`src/rtl/program_loader.sv`:
```
// Boot loader: parses a framed byte stream (count, LE payload, XOR checksum), writes
// words into program memory and holds the core in reset until the image verifies.
module program_loader #(
   parameter int PROGRAM_MEMORY_DEPTH = 64,
   parameter int DATA_WIDTH           = 32
) (
   input  logic                  clk,
   input  logic                  reset,
   input  logic                  Start_i,
   input  logic                  Byte_Valid_i,
   input  logic [7:0]            Byte_Data_i,
   output logic                  Byte_Ready_o,
   output logic                  Mem_Write_o,
   output logic [31:0]           Mem_Address_o,
   output logic [DATA_WIDTH-1:0] Mem_Write_Data_o,
   output logic                  Core_Reset_o,
   output logic                  Done_o,
   output logic                  Error_o
);

   localparam int IDXW = $clog2(PROGRAM_MEMORY_DEPTH + 1);

   typedef enum logic [2:0] {IDLE, HEADER, PAYLOAD, WRITE, CHECK, DONE, ERROR} state_t;

   state_t                state_q, state_d;
   logic [7:0]            count_q, count_d;
   logic [7:0]            csum_q, csum_d;
   logic [IDXW-1:0]       idx_q, idx_d;
   logic [1:0]            bcnt_q, bcnt_d;
   logic [DATA_WIDTH-1:0] word_q, word_d;
   logic                  ready_q, write_q, core_rst_q, done_q, err_q;
   logic [31:0]           addr_q;
   logic [DATA_WIDTH-1:0] data_q;
   logic                  accept, restart;

   assign accept = Byte_Valid_i && ready_q;

   always_comb begin
      state_d = state_q;
      count_d = count_q;
      csum_d  = csum_q;
      idx_d   = idx_q;
      bcnt_d  = bcnt_q;
      word_d  = word_q;
      restart = 1'b0;
      case (state_q)
         IDLE, DONE, ERROR: restart = Start_i;
         HEADER: if (accept) begin
            count_d = Byte_Data_i;
            csum_d  = csum_q ^ Byte_Data_i;
            if (Byte_Data_i == 8'd0 || int'(Byte_Data_i) > PROGRAM_MEMORY_DEPTH) state_d = ERROR;
            else                                                                 state_d = PAYLOAD;
         end
         PAYLOAD: if (accept) begin
            word_d[8*bcnt_q +: 8] = Byte_Data_i;
            csum_d = csum_q ^ Byte_Data_i;
            bcnt_d = bcnt_q + 2'd1;
            if (bcnt_q == 2'd3) state_d = WRITE;
         end
         WRITE: begin
            idx_d   = idx_q + 1'b1;
            state_d = (int'(idx_q) + 1 == int'(count_q)) ? CHECK : PAYLOAD;
         end
         CHECK: if (accept) state_d = (Byte_Data_i == csum_q) ? DONE : ERROR;
         default: state_d = IDLE;
      endcase
      if (restart) begin
         state_d = HEADER;
         idx_d   = '0;
         bcnt_d  = '0;
         csum_d  = '0;
      end
   end

   // Outputs are registered from the next state so they line up with state_q.
   always_ff @(posedge clk or posedge reset) begin
      if (reset) begin
         state_q    <= IDLE;
         count_q    <= '0;
         csum_q     <= '0;
         idx_q      <= '0;
         bcnt_q     <= '0;
         word_q     <= '0;
         ready_q    <= 1'b0;
         write_q    <= 1'b0;
         core_rst_q <= 1'b1;
         done_q     <= 1'b0;
         err_q      <= 1'b0;
         addr_q     <= '0;
         data_q     <= '0;
      end else begin
         state_q    <= state_d;
         count_q    <= count_d;
         csum_q     <= csum_d;
         idx_q      <= idx_d;
         bcnt_q     <= bcnt_d;
         word_q     <= word_d;
         ready_q    <= (state_d == HEADER) || (state_d == PAYLOAD) || (state_d == CHECK);
         write_q    <= (state_d == WRITE);
         core_rst_q <= (state_d != DONE);
         done_q     <= (state_d == DONE);
         err_q      <= (state_d == ERROR);
         if (state_d == WRITE) begin
            addr_q <= {{(32-IDXW-2){1'b0}}, idx_q, 2'b00};
            data_q <= word_d;
         end
      end
   end

   assign Byte_Ready_o     = ready_q;
   assign Mem_Write_o      = write_q;
   assign Mem_Address_o    = addr_q;
   assign Mem_Write_Data_o = data_q;
   assign Core_Reset_o     = core_rst_q;
   assign Done_o           = done_q;
   assign Error_o          = err_q;

endmodule
```
`config.mk`:
```
export PLATFORM = sky130hd
export DESIGN_NAME = program_loader
export DESIGN_NICKNAME = d
export VERILOG_FILES = /design/src/rtl/program_loader.sv
export SDC_FILE = /design/constraint.sdc
export NUM_CORES = 1
export LEC_CHECK = 0
export CORE_MARGIN = 3
export CORE_UTILIZATION = 59
export CTS_BUF_LIST = sky130_fd_sc_hd__clkbuf_8
export DETAILED_ROUTE_END_ITERATION = 7
export GPL_ROUTABILITY_DRIVEN = 0
export PLACE_DENSITY = 0.9
export SYNTH_ARGS = -nofsm -noshare
export SYNTH_HDL_FRONTEND = slang
export SYNTH_SLANG_ARGS = --single-unit
```
`constraint.sdc`:
```
create_clock -name clk -period 8.8 [get_ports clk]
set_clock_uncertainty 0.15 [all_clocks]
set_input_delay 1.76 -clock clk [delete_from_list [all_inputs] [get_ports clk]]
set_output_delay 1.76 -clock clk [all_outputs]
set_load 0.02 [all_outputs]
```
==> After elaboration in Yosys (flattened, before gate mapping) <==
Index checks and enable logic that the tools add are counted.
{ "op_classes": {"addsub": 4, "order_cmp": 1, "n_eq_ne": 16, "shifts": 2, "mux": 21, "n_bitwise": 1, "reduce_logical": 15} }
{ "ops": {"columns": ["cell", "n"], "rows": [
  ["$mux W32", 2],
  ["$neg A5 Y34", 1],
  ["$shift A8 B34 Y32 const A", 1],
  ["$shiftx A8 B34 Y32", 1],
  ["$bwmux W32", 1],
  ["$mux W8", 3],
  ["$mux W3", 7],
  ["$eq A3 B3 Y1 const B", 6],
  ["$eq A8 B8 Y1", 2],
  ["$pmux W3 S5", 1],
  ["$mux W7", 2],
  ["$eq A3 B2 Y1 const B", 4],
  ["$add A7 B1 Y8 const B", 1],
  ["$gt A8 B7 Y1 const B", 1],
  ["$logic_not A8 Y1", 1],
  ["$mux W2", 4],
  ["$reduce_bool A2 Y1", 4],
  ["$xor A8 B8 Y8", 1],
  ["$add A7 B1 Y7 const B", 1],
  ["$eq A3 B1 Y1 const B", 2],
  ["$reduce_and A2 Y1", 3],
  ["$logic_not A3 Y1", 1],
  ["$logic_or A1 B1 Y1", 3],
  ["$ne A3 B3 Y1 const B", 1],
  ["other kinds (6)", 6]
]} }
{ "totals": {"reg_bits": 104, "out_inout_bits": 69, "elab_cells": 73} }

==> Depth between registers and ports, before layout <==
{ "logic_depth": {"word_depth": 9, "ltp_mapped": 8} }

==> Worst setup path before layout <==
Ideal clock, no wire load.
{ "synth_path": {"kind": "input port to flip-flop", "from": "in Byte_Data_i[1]", "to": "reg ready_q (netlist: Byte_Ready_o)", "setup_time_ns": 0.119, "arrival_ns": 3.273, "required_ns": 8.531, "setup_slack_ns": 5.258, "cell_stages": 7, "path_cell_list": "buf_4 -> or4_4 -> o31a_1 -> o31ai_2 -> nand3_1 -> nor3b_1 -> o21a_1"} }
{ "synth_via": {"elab_chain_cells": 9, "word_cells_on_any_way": 15, "classes_between": "order compare: 1; eq/ne: 4; mux: 6; reduce/logical: 4"} }
{ "synth_rtl": {"columns": ["item", "line", "rtl"], "rows": [
  ["start, declared", "11", "input logic [7:0] Byte_Data_i,"],
  ["$gt A8 B7 Y1 or $logic_not A8 Y1 (tied branches)", "51", "if (Byte_Data_i == 8'd0 || int'(Byte_Data_i) > PROGRAM_MEMORY_DEPTH) state_d = ERROR;"],
  ["$logic_or A1 B1 Y1", "51", null],
  ["$mux W3", "51", null],
  ["$mux W3", "48", "HEADER: if (accept) begin"],
  ["$pmux W3 S5 *", "46", "case (state_q)"],
  ["$mux W3 *", "67", "if (restart) begin"],
  ["$eq A3 B1 Y1 or $eq A3 B2 Y1 (tied branches)", "98", "ready_q <= (state_d == HEADER) || (state_d == PAYLOAD) || (state_d == CHECK);"],
  ["$logic_or A1 B1 Y1", "98", null],
  ["$logic_or A1 B1 Y1 *", "98", null],
  ["end signal, assigned", "98", null],
  ["end, declared", "31", "logic ready_q, write_q, core_rst_q, done_q, err_q;"]
]} }
Mark *: on every way between the ends. The rest lies on a longest branch, timed or not.
A chain may end at the register's enable or synchronous reset.

==> Worst setup path in the final report <==
{ "layout_path": {"from": "in Byte_Data_i[2]", "to": "reg ready_q (netlist: Byte_Ready_o)"} }
The elaborated chain is that of the path after synthesis.

==> flow_summary.ini <==
[status]
outcome = finished, final reports clean

[detailed_routing]
drtIter0Drc = 173
routed-wl-met3_um = 569
final_antenna_net_count = 0
routed.top_layer = met4
wirelength_um = 9910
drc = 0
viasPerCell = 5.52
met2WireLength_um = 4920
dr.pass1.iters = 5
met1_length_um = 4190
num_vias = 3442
wl_per_cell_um = 15.9

[yosys]
async_reset_ff_share_pct = 100
synth-main-ff-cell = dfrtp_1
synth-edff-count = 0
ys_seq_area_share_pct = 53.6
yosys-top-cells-area = dfrtp_1 (53%), nand2_1 (8.3%), mux2_2 (7.7%), o21ai_1 (4.5%), buf_4 (4.0%)
avgSynthCellArea_um2 = 10.2
synth_cell_types = 45
yosysMostFrequentCell = nand2_1
yosysWarnings = 0
synth_cells = 475
synth-seq-cells = 104
synth_area_um2 = 4850
ys_top_cells_by_count = nand2_1 (107), dfrtp_1 (103), o21ai_1 (44)
synth_top_area_share_pct = 53.1
yosys.area.top_type = dfrtp_1

[global_routing]
grt_util_all_layers_pct = 21.5
gr-total-overflow = 0
grt_pass1_wl_um = 16400
grt_max_degree = 60
grt_pass1_vias = 3475
antenna_found_initial = 0

[cts]
post_cts.repair.setup_buffers = 0
ctsHtreeMaxLevel = 3
ctsResizeCount = 0
cts_root_buf = clkbuf_8
holdBufCountCts = 0
cts_buffer_depth = 2
cts_tree = done
cts_sinks = 104
clkTransAtPathRegs_ns = 0.10
numCtsBuffers = 9
clock_latency_ns = 0.37

[place]
port_buffers = 55
dpl.cell_count = 608
hpwl_um = 6770

[setup_path]
critPathBufInv = 1
required_ns = 8.91
cp_data_arrival_time_ns = 4.01
cpPeakStageDelay_ns = 0.65
end_kind = register
startpoint_type = input port
worstSetupPathType = in2reg
critPathMaxFanout = 9
crit_chain = clkdlybuf4s50_1 -> or4_4 -> o31a_1 -> o31ai_2 -> nand3_1 -> nor3b_1 -> o21a_1
path_delay_family = simple AND/OR/NAND/NOR gates
slowest_stage = clkdlybuf4s50_1

[die]
start_util_pct = 61.8
dieArea_um2 = 9350
ioPinCount = 81
fp.dieW_um = 96.7
die_h_um = 96.7
num_rows = 32
coreArea_um2 = 7850

[finish]
drive_gt1_share_pct = 10.9
nFillCells = 528
syn2layout_area_growth_pct = 13.6
stdcell_count = 623
nNetsFinal = 536
utilization_pct = 70.2
antenna_cells = 0

[sta]
finalWorstPathRequiredPeriod_ns = 3.89
rsz0062_at_grt = no
fmax_mhz = 257
period_share_pct = 44.2
fin_tns_setup_ns = 0
tightest_slew_ns = 0.975
slew_viol_final = 0
hold_violations = 0
slew_headroom_pct = 34.5
setup_viol = 0

[worst_hold_path]
hp-class = reg2reg

[power]
peakVddDrop_mv = 0.124
power_density_nw_per_um2 = 221
p_leak_nw = 2.48
finalPower_w = 0.00122

[job]
drv_cap = 0
==> sequential cells by signal, indices dropped and copies added (netlist names) <==
name              flops
Done_o                1
Byte_Ready_o          1
bcnt_q                2
idx_q                 7
Core_Reset_o          1
count_q               8
Mem_Address_o         7
Mem_Write_Data_o     32
Error_o               1
csum_q                8
word_q               32
state_q               3
Mem_Write_o           1
==> worst min-delay path, stage by stage, from the launching register on <==
cell,delay [ns]
dfrtp_1,0.35
nand2_1,0.05
nand2_1,0.05
==> path summary, 6_finish.rpt <==
check	depth (start not counted)	slack (ns)	start	end
min reg2reg	2	0.33	Mem_Address_o[8]	Mem_Address_o[8]
min in group asynchronous	2	1.63	reset	Mem_Write_Data_o[12]
max reg2reg	6	6.12	bcnt_q[0]	Mem_Write_Data_o[25]
max	7	4.91	Byte_Data_i[2]	Byte_Ready_o
max in group asynchronous	3	5.74	reset	csum_q[2]
min	2	0.33	Mem_Address_o[8]	Mem_Address_o[8]
==> layout by cell type, fill, tap and decap left out, types with 2 or more instances in the layout <==
cell type,instances
or3_1,2
o21a_1,2
a311o_1,2
clkbuf_8,9
nand4_1,3
xnor2_1,18
nand3_1,7
xor2_1,10
mux2_2,33
a21oi_1,8
buf_4,2
nor2_1,25
inv_1,7
mux2_1,6
nand2b_1,3
ha_1,7
conb_1,25
o21ai_0,6
nor3b_1,4
o21ai_1,44
nor3_1,3
and3b_1,2
nor4_1,3
dfrtp_1,103
inv_6,3
clkdlybuf4s50_1,55
nand2_1,107
==> kinds of logic after synthesis <==
logic type,count (synthesis),share of synthesized area [%]
and+or+nand+nor,167,15.3
DFF,104,53.6
AOI/OAI and AO/OA,70,8.12
buffers and inverters,59,6.91
muxes,39,9.05
xor gates and xnor gates,28,5.05
adders and majority gates,7,1.80
other,1,0.0773
==> per-layer routing <==
layer	GRT usage (%)	up-vias
met2	35.5	141
met5	0	-
met4	9.72	0
met3	4.33	23
li1	-	1610
met1	27.3	1668
==> report_power, final <==
| group | switching, W | internal, W | leakage (nW) |
|---|---|---|---|
| Sequential | 0.0000659 | 0.000544 | 1.41 |
| Combinational | 0.000193 | 0.000139 | 0.974 |
| Clock | 0.000168 | 0.000106 | 0.0924 |
| Total | 0.000428 | 0.000790 | 2.48 |
==> per-stage QoR <==
| step | hold WS [ns] | setup slack [ns] | instance area [µm²] |
|---|---|---|---|
| after global routing | 0.371 | 4.85 | 5510 |
| after detailed placement | 0.318 | 4.54 | 5340 |
| final | 0.333 | 4.91 | 5510 |
| after floorplan | 0.303 | 4.16 | 4940 |
| after global placement | 0.307 | 4.63 | 5340 |
| after CTS | 0.341 | 4.94 | 5510 |
==> final cells by class <==
class / count / area (µm²) / share of cell area [%]
sequential: 104 / 2600 / 47.2
timing repair buffer: 57 / 566 / 10.3
inverter: 9 / 36.3 / 0.658
clock buffer: 9 / 124 / 2.25
multi-input combinational: 336 / 2000 / 36.4
clock inverter: 6 / 51.3 / 0.931
tap: 102 / 128 / 2.32
Note: power is estimated with default switching activity, not from simulation.
